--- src/rtl/mlaccel_qpi_pkg.sv ---
// Shared QPI target definitions: host command codes, FSM encoding, underrun fill byte.
package mlaccel_qpi_pkg;

  localparam logic [7:0] CMD_WRITE  = 8'h21;
  localparam logic [7:0] CMD_READ   = 8'h22;
  localparam logic [7:0] CMD_STATUS = 8'h23;

  localparam logic [7:0] UNDERRUN_BYTE_DEF = 8'hFF;

  typedef enum logic [1:0] {
    ST_IDLE = 2'd0,
    ST_RX   = 2'd1,
    ST_TURN = 2'd2,
    ST_TX   = 2'd3
  } qpi_state_e;

endpackage

--- src/rtl/qpi_sync.sv ---
// Oversamples csb/clk/io into `clock` (2 FFs, 3 with QPI_SYNC3_EN) and flags their edges.
// clk edges are suppressed while csb is high; csb resets low so a live transaction is never re-entered.
module qpi_sync
  import mlaccel_qpi_pkg::*;
(
  input  logic       clock,
  input  logic       reset,
  input  logic       qpi_csb,
  input  logic       qpi_clk,
  input  logic [3:0] qpi_io_in,
  output logic       clk_rise,
  output logic       clk_fall,
  output logic       csb_fall,
  output logic       csb_rise,
  output logic [3:0] io_s
);

`ifdef QPI_SYNC3_EN
  localparam int STAGES = 3;
`else
  localparam int STAGES = 2;
`endif

  // Bit order per stage: {csb, clk, io[3:0]}.
  localparam logic [5:0] SYNC_RST = 6'b01_0000;

  logic [STAGES-1:0][5:0] sync_q;
  logic                   csb_d;
  logic                   clk_d;
  logic                   csb_s;
  logic                   clk_s;

  always_ff @(posedge clock or posedge reset) begin
    if (reset) begin
      sync_q <= {STAGES{SYNC_RST}};
      csb_d  <= 1'b0;
      clk_d  <= 1'b1;
    end else begin
      sync_q <= {sync_q[STAGES-2:0], {qpi_csb, qpi_clk, qpi_io_in}};
      csb_d  <= csb_s;
      clk_d  <= clk_s;
    end
  end

  assign csb_s    = sync_q[STAGES-1][5];
  assign clk_s    = sync_q[STAGES-1][4];
  assign io_s     = sync_q[STAGES-1][3:0];
  assign clk_rise = clk_s & ~clk_d & ~csb_s;
  assign clk_fall = ~clk_s & clk_d & ~csb_s;
  assign csb_fall = ~csb_s & csb_d;
  assign csb_rise = csb_s & ~csb_d;

endmodule

--- src/rtl/qpi_target.sv ---
// Chip-side QPI responder: nibble->byte receive, turnaround, byte->nibble transmit with underrun fill.
// Pad outputs follow the pad edge by 3 clocks (4 with QPI_SYNC3_EN); tx pops via tx_ready, no rx backpressure.
module qpi_target
  import mlaccel_qpi_pkg::*;
#(
  parameter logic [7:0] UNDERRUN_BYTE = UNDERRUN_BYTE_DEF,
  parameter int          DUMMY_CYCLES  = 1
) (
  input  logic       clock,
  input  logic       reset,
  input  logic       qpi_csb,
  input  logic       qpi_clk,
  input  logic [3:0] qpi_io_in,
  output logic [3:0] qpi_io_out,
  output logic       qpi_io_oe,
  output logic       qpi_rdy,
  output logic       qpi_err,
  input  logic       core_busy,
  output logic       rx_valid,
  output logic [7:0] rx_data,
  output logic       rx_first,
  output logic       rx_end,
  input  logic       turn_req,
  input  logic       tx_valid,
  input  logic [7:0] tx_data,
  output logic       tx_ready
);

  localparam int                DCW        = $clog2(DUMMY_CYCLES) + 1;
  localparam logic [DCW-1:0]    DUMMY_LAST = DCW'(DUMMY_CYCLES - 1);

  logic           clk_rise, clk_fall, csb_fall, csb_rise;
  logic [3:0]     io_s;
  qpi_state_e     state, state_nxt;
  logic           start, leave, byte_done, part_err, udr_err, tx_fall;
  logic [7:0]     tx_byte;
  logic           half;
  logic [3:0]     hi_nib;
  logic           first_pend;
  logic [DCW-1:0] dummy_cnt;
  logic [7:0]     cur_byte;

  qpi_sync u_sync (
    .clock     (clock),
    .reset     (reset),
    .qpi_csb   (qpi_csb),
    .qpi_clk   (qpi_clk),
    .qpi_io_in (qpi_io_in),
    .clk_rise  (clk_rise),
    .clk_fall  (clk_fall),
    .csb_fall  (csb_fall),
    .csb_rise  (csb_rise),
    .io_s      (io_s)
  );

  always_ff @(posedge clock or posedge reset) begin
    if (reset) state <= ST_IDLE;
    else       state <= state_nxt;
  end

  always_comb begin
    state_nxt = state;
    start     = 1'b0;
    leave     = 1'b0;
    byte_done = 1'b0;
    part_err  = 1'b0;
    tx_fall   = 1'b0;
    tx_byte   = UNDERRUN_BYTE;
    case (state)
      ST_IDLE: if (csb_fall) begin
        state_nxt = ST_RX;
        start     = 1'b1;
      end
      ST_RX: begin
        byte_done = clk_rise & half;
        if (turn_req) state_nxt = ST_TURN;
      end
      ST_TURN: if (clk_rise && dummy_cnt == DUMMY_LAST) state_nxt = ST_TX;
      ST_TX:   tx_fall = clk_fall;
      default: state_nxt = ST_IDLE;
    endcase
    // csb deassertion wins over everything; an odd nibble count means a torn byte.
    if (state != ST_IDLE && csb_rise) begin
      state_nxt = ST_IDLE;
      leave     = 1'b1;
      byte_done = 1'b0;
      tx_fall   = 1'b0;
      part_err  = (state == ST_RX) & half;
    end
    if (tx_valid) tx_byte = tx_data;
  end

  assign tx_ready = tx_fall & tx_valid;
  assign udr_err  = tx_fall & ~tx_valid;

  always_ff @(posedge clock or posedge reset) begin
    if (reset) begin
      qpi_io_out <= '0;
      qpi_io_oe  <= 1'b0;
      qpi_rdy    <= 1'b0;
      qpi_err    <= 1'b0;
      rx_valid   <= 1'b0;
      rx_data    <= '0;
      rx_first   <= 1'b0;
      rx_end     <= 1'b0;
      half       <= 1'b0;
      hi_nib     <= '0;
      first_pend <= 1'b0;
      dummy_cnt  <= '0;
      cur_byte   <= '0;
    end else begin
      qpi_rdy  <= ~core_busy;
      rx_valid <= byte_done;
      rx_end   <= leave;
      qpi_err  <= (qpi_err & ~start) | part_err | udr_err;

      if (byte_done) begin
        rx_data    <= {hi_nib, io_s};
        rx_first   <= first_pend;
        first_pend <= 1'b0;
      end
      if (start) begin
        half       <= 1'b0;
        first_pend <= 1'b1;
      end else if (state == ST_RX && clk_rise) begin
        half   <= ~half;
        hi_nib <= io_s;
      end

      if (state != ST_TURN) dummy_cnt <= '0;
      else if (clk_rise)    dummy_cnt <= dummy_cnt + 1'b1;

      if (tx_fall) begin
        cur_byte   <= tx_byte;
        qpi_io_out <= tx_byte[7:4];
        qpi_io_oe  <= 1'b1;
      end else if (state == ST_TX && clk_rise) begin
        qpi_io_out <= cur_byte[3:0];
      end
      if (leave) begin
        qpi_io_oe  <= 1'b0;
        qpi_io_out <= '0;
      end
    end
  end

endmodule

--- config.mk ---
export PLATFORM = sky130hd
export DESIGN_NAME = qpi_target
export DESIGN_NICKNAME = d
export VERILOG_FILES = /design/src/rtl/mlaccel_qpi_pkg.sv /design/src/rtl/qpi_sync.sv /design/src/rtl/qpi_target.sv
export SDC_FILE = /design/constraint.sdc
export NUM_CORES = 1
export LEC_CHECK = 0
export ABC_AREA = 0
export BUFFER_PORTS_ARGS = -buffer_cell sky130_fd_sc_hd__buf_2
export CORE_UTILIZATION = 56
export DETAILED_ROUTE_END_ITERATION = 7
export HOLD_SLACK_MARGIN = 0.12
export PLACE_DENSITY = 0.79
export SYNTH_ARGS = -nofsm -noshare
export SYNTH_HDL_FRONTEND = slang
export SYNTH_SLANG_ARGS = --single-unit
--- constraint.sdc ---
create_clock -name clock -period 5.1 [get_ports clock]
set_input_delay 0 -clock clock [delete_from_list [all_inputs] [get_ports clock]]
set_output_delay 0 -clock clock [all_outputs]
set_load 0.005 [all_outputs]
==> Word level (Yosys, flattened, before mapping) <==
Cells that the tools add are included.
{ "totals": {"output_inout_bits": 19, "reg_bits": 45, "elab_cells": 87, "in_bits": 19} }
{ "classes": {"addsub": 1, "n_bitwise": 22, "muxes": 25, "eq_ne": 7, "n_reduce_logical": 14} }
{ "ops": {"columns": ["cell", "n"], "rows": [
  ["two-way mux 1 bit", 16],
  ["two-way mux 4 bit", 3],
  ["AND 1 bit", 11],
  ["nonzero test 2 bit", 5],
  ["!= test 3 bit (second input constant)", 3],
  ["inverter 1 bit", 9],
  ["two-way mux 2 bit", 4],
  ["two-way mux 8 bit", 1],
  ["case mux 2 bit (3 select lines)", 1],
  ["== test 2 bit (second input constant)", 2],
  ["logical AND 1 bit", 4],
  ["AND reduction 4 bit", 1],
  ["nonzero test 4 bit", 1],
  ["nonzero test 3 bit", 1],
  ["== test 2 x 1 -> 1 bit (second input constant)", 1],
  ["logical NOT 2 bit", 1],
  ["!= test 2 bit (second input constant)", 1],
  ["bitwise OR 1 bit", 2],
  ["AND reduction 2 bit", 1],
  ["adder 1 bit (second input constant)", 1]
]} }

==> Longest topological paths before layout <==
{ "depth": {"ltp_word": 8, "depth_mapped": 8, "mapped_depth_nobuf": 7} }

==> Hierarchy <==
From an unflattened synthesis, not the netlist that was laid out.
{ "unflattened": {"cells_unflattened": 141, "hier_area_um2": 1815.5} }
{ "by_module_without_submodules": {"columns": ["module", "instances", "cells_each", "seq_area_each_um2", "area_each_um2"], "rows": [
  ["qpi_target", 1, 118, 775.7, 1400.1],
  ["qpi_sync", 1, 23, 354.1, 415.4]
]} }

==> Least setup slack after synthesis <==
No wires, ideal clock.
{ "synth_timing": {"path_type": "register to register", "startpoint": "reg state[1]", "endpoint": "reg state[0]", "setup_time_ns": 0.128, "path_stages_with_launch": 6, "required_ns": 4.972, "setup_slack_ns": 3.325, "path_buffers": 0, "t_arrival_ns": 1.647, "synth_period_minus_slack_ns": 1.775, "cell_sequence": "dfrtp_1 > inv_1 > ha_1 > or4_1 > o211ai_1 > mux2_1"} }
{ "synth_via": {"elab_chain_len": 4, "word_cells_on_any_way": 12, "cone_classes": "eq/ne: 5; mux: 2; reduce/logical: 5"} }
{ "synth_rtl": {"columns": ["item", "line", "rtl"], "rows": [
  ["from (decl)", "qpi_target.sv:34", "qpi_state_e state, state_nxt;"],
  ["from (signal assigned)", "qpi_target.sv:58", "else state <= state_nxt;"],
  ["nonzero test 2 bit", "qpi_target.sv:83", "if (state != ST_IDLE && csb_rise) begin"],
  ["logical AND 1 bit", "qpi_target.sv:83", null],
  ["!= test 3 bit (no source line) or nonzero test 4 bit (tied branches)", null, null],
  ["AND reduction 4 bit (no source line)", null, null]
]} }
Parallel ways exist; a longest one is shown, timed or not.
A chain may end at the register's enable or synchronous reset.

==> Worst setup path after layout <==
{ "layout_timing": {"startpoint": "reg state[0]", "endpoint": "reg state[0]"} }
The elaborated chain is that of the path after synthesis.

==> impl_metrics.sql <==
INSERT INTO impl_metrics (metric_group, metric, value, unit) VALUES
('placed_design', 'gp_routability_congestion', '0.854', ''),
('critical_path', 'crit_required', '5330', 'ps'),
('global_routing', 'number_of_antenna_violations_at_the_first_check_in_global_routing', '0', ''),
('routing', 'post-route-drc-count', '5', ''),
('clock_tree', 'insertion_delay', '350', 'ps'),
('timing', 'setup_total_negative_slack', '0', 'ps'),
('floorplan', 'coreArea', '0.00285', 'mm²'),
('clock_tree', 'cts_tree', 'done', ''),
('floorplan', 'pin_count', '38', ''),
('timing', 'finalSetupViolCount', '0', ''),
('synthesis', 'netlist_instances', '129', ''),
('placed_design', 'place.detailed.hpwl', '2.21', 'mm'),
('synthesis', 'syn_area', '0.00173', 'mm²'),
('min_path', 'hp-class', 'in -> reg', ''),
('floorplan', 'floorplan.initialDensity', '60.7', '%'),
('timing', 'setup_repair_after_global_routing_missed_its_margin', 'false', ''),
('clock_tree', 'worst_case_clock_buffer_depth', '2', ''),
('synthesis', 'synth.largest_area_cell', 'sky130_fd_sc_hd__dfrtp_1', ''),
('timing', 'final_max_slew_viol_count', '0', ''),
('cells_and_area', 'final_layout_size_suffix_gt1_share', '35.1', '%'),
('synthesis', 'netlist_top_cells_area', 'sky130_fd_sc_hd__dfrtp_1 (61%), sky130_fd_sc_hd__mux2_2 (8.4%), sky130_fd_sc_hd__dfstp_2 (4.5%)', ''),
('timing', 'timing.fmax', '510', 'MHz'),
('cells_and_area', 'finalNetCount', '210', ''),
('timing', 'worst_margin_slew', '629', 'ps'),
('timing', 'final.setup_skew', '12.5', 'ps'),
('global_routing', 'grt_first_pass_wirelength', '5.55', 'mm'),
('timing', 'period_share', '38.5', '%'),
('clock_tree', 'cts.reportedPaths.clkPinSlew', '130', 'ps'),
('critical_path', 'worst_setup_path_start_kind', 'flop', ''),
('synthesis', 'synth_warnings', '0', ''),
('synthesis', 'post_synth.cell_area_avg', '13.4', 'µm²'),
('global_routing', 'grt_pass1_vias', '1297', ''),
('routing', 'drt_pre_antenna_iters', '6', ''),
('global_routing', 'grtUsageTotal', '22.9', '%'),
('routing', 'wl_per_cell', '15.0', 'µm'),
('global_routing', 'maximum_number_of_pins_on_one_net_before_global_route_repair', '46', ''),
('cells_and_area', 'final_cell_count_no_fill', '219', ''),
('pwr', 'p_leak', '1.09', 'nW'),
('critical_path', 'r2r-start', 'state[0]', ''),
('floorplan', 'fp.dieArea', '0.00332', 'mm²'),
('cells_and_area', 'area_of_the_multi_input_gates', '542', 'µm²'),
('cells_and_area', 'area_growth', '25.1', '%'),
('critical_path', 'critPathMaxFanout', '6', ''),
('timing', 'hold_viol', '0', ''),
('floorplan', 'placement_rows', '19', ''),
('critical_path', 'critPathKind', 'reg -> reg', ''),
('critical_path', 'worstSetupStartpoint', 'state[0]', ''),
('routing', 'ant_nets', '0', ''),
('floorplan', 'floorplan.die.width', '57.6', 'µm'),
('clock_tree', 'clockRootBuffer', 'sky130_fd_sc_hd__clkbuf_4', ''),
('clock_tree', 'clock-sinks', '45', ''),
('placed_design', 'dp_cells', '194', ''),
('outcome', 'outcome', 'complete, but fails checks', ''),
('cells_and_area', 'final.fill_count', '178', ''),
('routing', 'vias_per_cell', '5.58', ''),
('pwr', 'worst_ir_drop_vdd', '0.293', 'mV'),
('critical_path', 'worst_ep_arrival_time', '2190', 'ps'),
('timing', 'layout_min_cycle_time', '1960', 'ps'),
('placed_design', 'portbufs', '37', ''),
('routing', 'dr_total_vias', '1221', ''),
('synthesis', 'synth_sequential_area_ratio', '65.2', '%'),
('global_routing', 'globalRoute.totalOverflow', '0', ''),
('clock_tree', 'cts_max_level', '2', ''),
('synthesis', 'syn-num-nets', '152', ''),
('cells_and_area', 'postLayoutCoreUtil', '76.0', '%'),
('synthesis', 'count_of_different_cell_masters_after_synthesis', '31', ''),
('synthesis', 'yosysTopAreaCellShare', '60.6', '%'),
('cells_and_area', 'ff_latch_area', '0.00113', 'mm²'),
('job', 'max_cap_violations', '0', ''),
('routing', 'routed_wirelength', '3.29', 'mm'),
('clock_tree', 'tritoncts.num_buffers', '5', ''),
('critical_path', 'worstSetupEndpointType', 'flop', ''),
('timing', 'maxSlewHeadroom', '57.9', '%'),
('floorplan', 'floorplan.die.height', '57.6', 'µm'),
('pwr', 'power_density', '452', 'mW/mm²'),
('routing', 'detail_route.iter0.violations', '74', ''),
('outcome', 'failed_checks', 'DRC', ''),
('min_path', 'timing.hold.worst.start', 'qpi_io_in[0]', ''),
('synthesis', 'postSynthRegisterBits', '45', ''),
('cells_and_area', 'n_antenna_cell', '0', '');
## synthesized netlist by cell type
cell,n
sky130_fd_sc_hd__o21ai_0,6
sky130_fd_sc_hd__nor2_1,5
sky130_fd_sc_hd__or3b_1,1
sky130_fd_sc_hd__or4_1,1
sky130_fd_sc_hd__a21boi_0,1
sky130_fd_sc_hd__nand3_1,2
sky130_fd_sc_hd__a31oi_1,1
sky130_fd_sc_hd__mux2_1,1
sky130_fd_sc_hd__o21ai_1,4
sky130_fd_sc_hd__nand2_1,10
sky130_fd_sc_hd__and3b_2,1
sky130_fd_sc_hd__buf_2,1
sky130_fd_sc_hd__ha_1,4
sky130_fd_sc_hd__and4bb_2,1
sky130_fd_sc_hd__buf_6,1
sky130_fd_sc_hd__dfrtp_1,42
sky130_fd_sc_hd__o22a_1,4
sky130_fd_sc_hd__o211ai_1,1
sky130_fd_sc_hd__xor2_1,1
sky130_fd_sc_hd__clkbuf_1,2
sky130_fd_sc_hd__o221ai_1,4
sky130_fd_sc_hd__nand2b_1,1
sky130_fd_sc_hd__a32o_2,1
sky130_fd_sc_hd__o21a_1,1
sky130_fd_sc_hd__nor2b_1,2
sky130_fd_sc_hd__nand4_1,2
sky130_fd_sc_hd__mux2_2,13
sky130_fd_sc_hd__or4b_4,1
sky130_fd_sc_hd__a2111oi_2,1
sky130_fd_sc_hd__inv_1,10
sky130_fd_sc_hd__dfstp_2,3
## critical path: stages, from the launching register on
cell                       delay [ps]
sky130_fd_sc_hd__dfrtp_1          430
sky130_fd_sc_hd__inv_1             90
sky130_fd_sc_hd__ha_1             240
sky130_fd_sc_hd__or3b_1           450
sky130_fd_sc_hd__o21ai_0          140
sky130_fd_sc_hd__o211ai_1         170
sky130_fd_sc_hd__mux2_1           350
## cell usage in the layout, fill, tap and decap left out
cell	Yosys	routed
sky130_fd_sc_hd__o21ai_1	4	4
sky130_fd_sc_hd__a2111oi_2	1	1
sky130_fd_sc_hd__nand2_1	10	10
sky130_fd_sc_hd__nand4_1	2	2
sky130_fd_sc_hd__o21ai_0	6	6
sky130_fd_sc_hd__clkbuf_4	0	5
sky130_fd_sc_hd__buf_4	0	1
sky130_fd_sc_hd__and3b_2	1	1
sky130_fd_sc_hd__or4_1	1	1
sky130_fd_sc_hd__dlygate4sd3_1	0	17
sky130_fd_sc_hd__o211ai_1	1	1
sky130_fd_sc_hd__nor2_1	5	5
sky130_fd_sc_hd__clkbuf_1	2	1
sky130_fd_sc_hd__dfrtp_1	42	42
sky130_fd_sc_hd__mux2_1	1	1
sky130_fd_sc_hd__or3b_1	1	1
sky130_fd_sc_hd__and4bb_2	1	1
sky130_fd_sc_hd__or4b_4	1	1
sky130_fd_sc_hd__dfstp_2	3	3
sky130_fd_sc_hd__nor2b_1	2	2
sky130_fd_sc_hd__o221ai_1	4	4
sky130_fd_sc_hd__buf_2	1	37
sky130_fd_sc_hd__clkinv_1	0	1
sky130_fd_sc_hd__xor2_1	1	1
sky130_fd_sc_hd__o22a_1	4	4
sky130_fd_sc_hd__a31oi_1	1	1
sky130_fd_sc_hd__a21boi_0	1	1
sky130_fd_sc_hd__inv_1	10	9
sky130_fd_sc_hd__nand3_1	2	2
sky130_fd_sc_hd__ha_1	4	4
sky130_fd_sc_hd__mux2_2	13	13
sky130_fd_sc_hd__o21a_1	1	1
sky130_fd_sc_hd__a32o_2	1	1
sky130_fd_sc_hd__nand2b_1	1	1
sky130_fd_sc_hd__clkinvlp_4	0	2
## cells by family (layout without fill, tap and decap cells)
group	count (synthesis)	after routing	synth area share (%)
muxes	14	14	9.10
xor gates and xnor gates	1	1	0.506
adders and majority gates	4	4	2.89
AOI/OAI and AO/OA	24	24	10.1
DFF	45	45	65.2
and+or+nand+nor	27	27	8.66
buffers and inverters	14	73	3.54
## cell type report
cell class	count	share of cell area (%)
Inverter	10	1.73
Multi-Input combinational cell	70	25.0
Timing Repair Buffer	55	16.7
Clock inverter	2	0.693
Sequential cell	45	52.1
Clock buffer	6	1.91
Tap cell	31	1.79
## through the flow
stage	area [µm²]	hold WS [ps]	setup WS (ps)	power [mW]
2_1_floorplan	1730	4.48	3330	0.707
3_3_place_gp	1940	105	3280	0.784
3_5_place_dp	1940	108	3160	0.818
4_1_cts	2170	266	3130	0.989
5_1_grt	2170	265	3000	1.05
6_report	2170	278	3140	0.979
## worst paths after layout
check                                    to  slack [ps]  cells past startpoint
min in group asynchronous          rx_valid         310                      4
hold reg to reg                u_sync.clk_s         360                      0
setup / recovery                   state[0]        3140                      6
setup reg to reg                   state[0]        3140                      6
max in group asynchronous  u_sync.sync_q[4]        4410                      4
hold / removal             u_sync.sync_q[0]         280                      2
## flip-flops by register name, indices dropped and copies added, names as in the netlist, 2 cells and up
signal	flops
hi_nib	4
u_sync.io_s	4
u_sync.sync_q	6
state	2
rx_data	8
qpi_io_out	4
cur_byte	4
## where the power goes
group | switching (mW) | internal (mW) | total, mW
logic | 0.140 | 0.164 | 0.304
clock network | 0.106 | 0.0539 | 0.160
registers | 0.0601 | 0.456 | 0.516
total | 0.306 | 0.674 | 0.979
## timing repair
item | in CTS | in global routing
resized for setup | 0 | 0
hold endpoints to repair | 59 | 0
setup buffers | 0 | 0
hold buffers | 17 | 0
## routing by layer
layer	part of all wire (%)	global-route usage, %
met5	0	0
met4	1.8	10.5
met3	4.9	5.80
met2	54	41.9
met1	39	24.8
(Power assumes the default switching activity.)
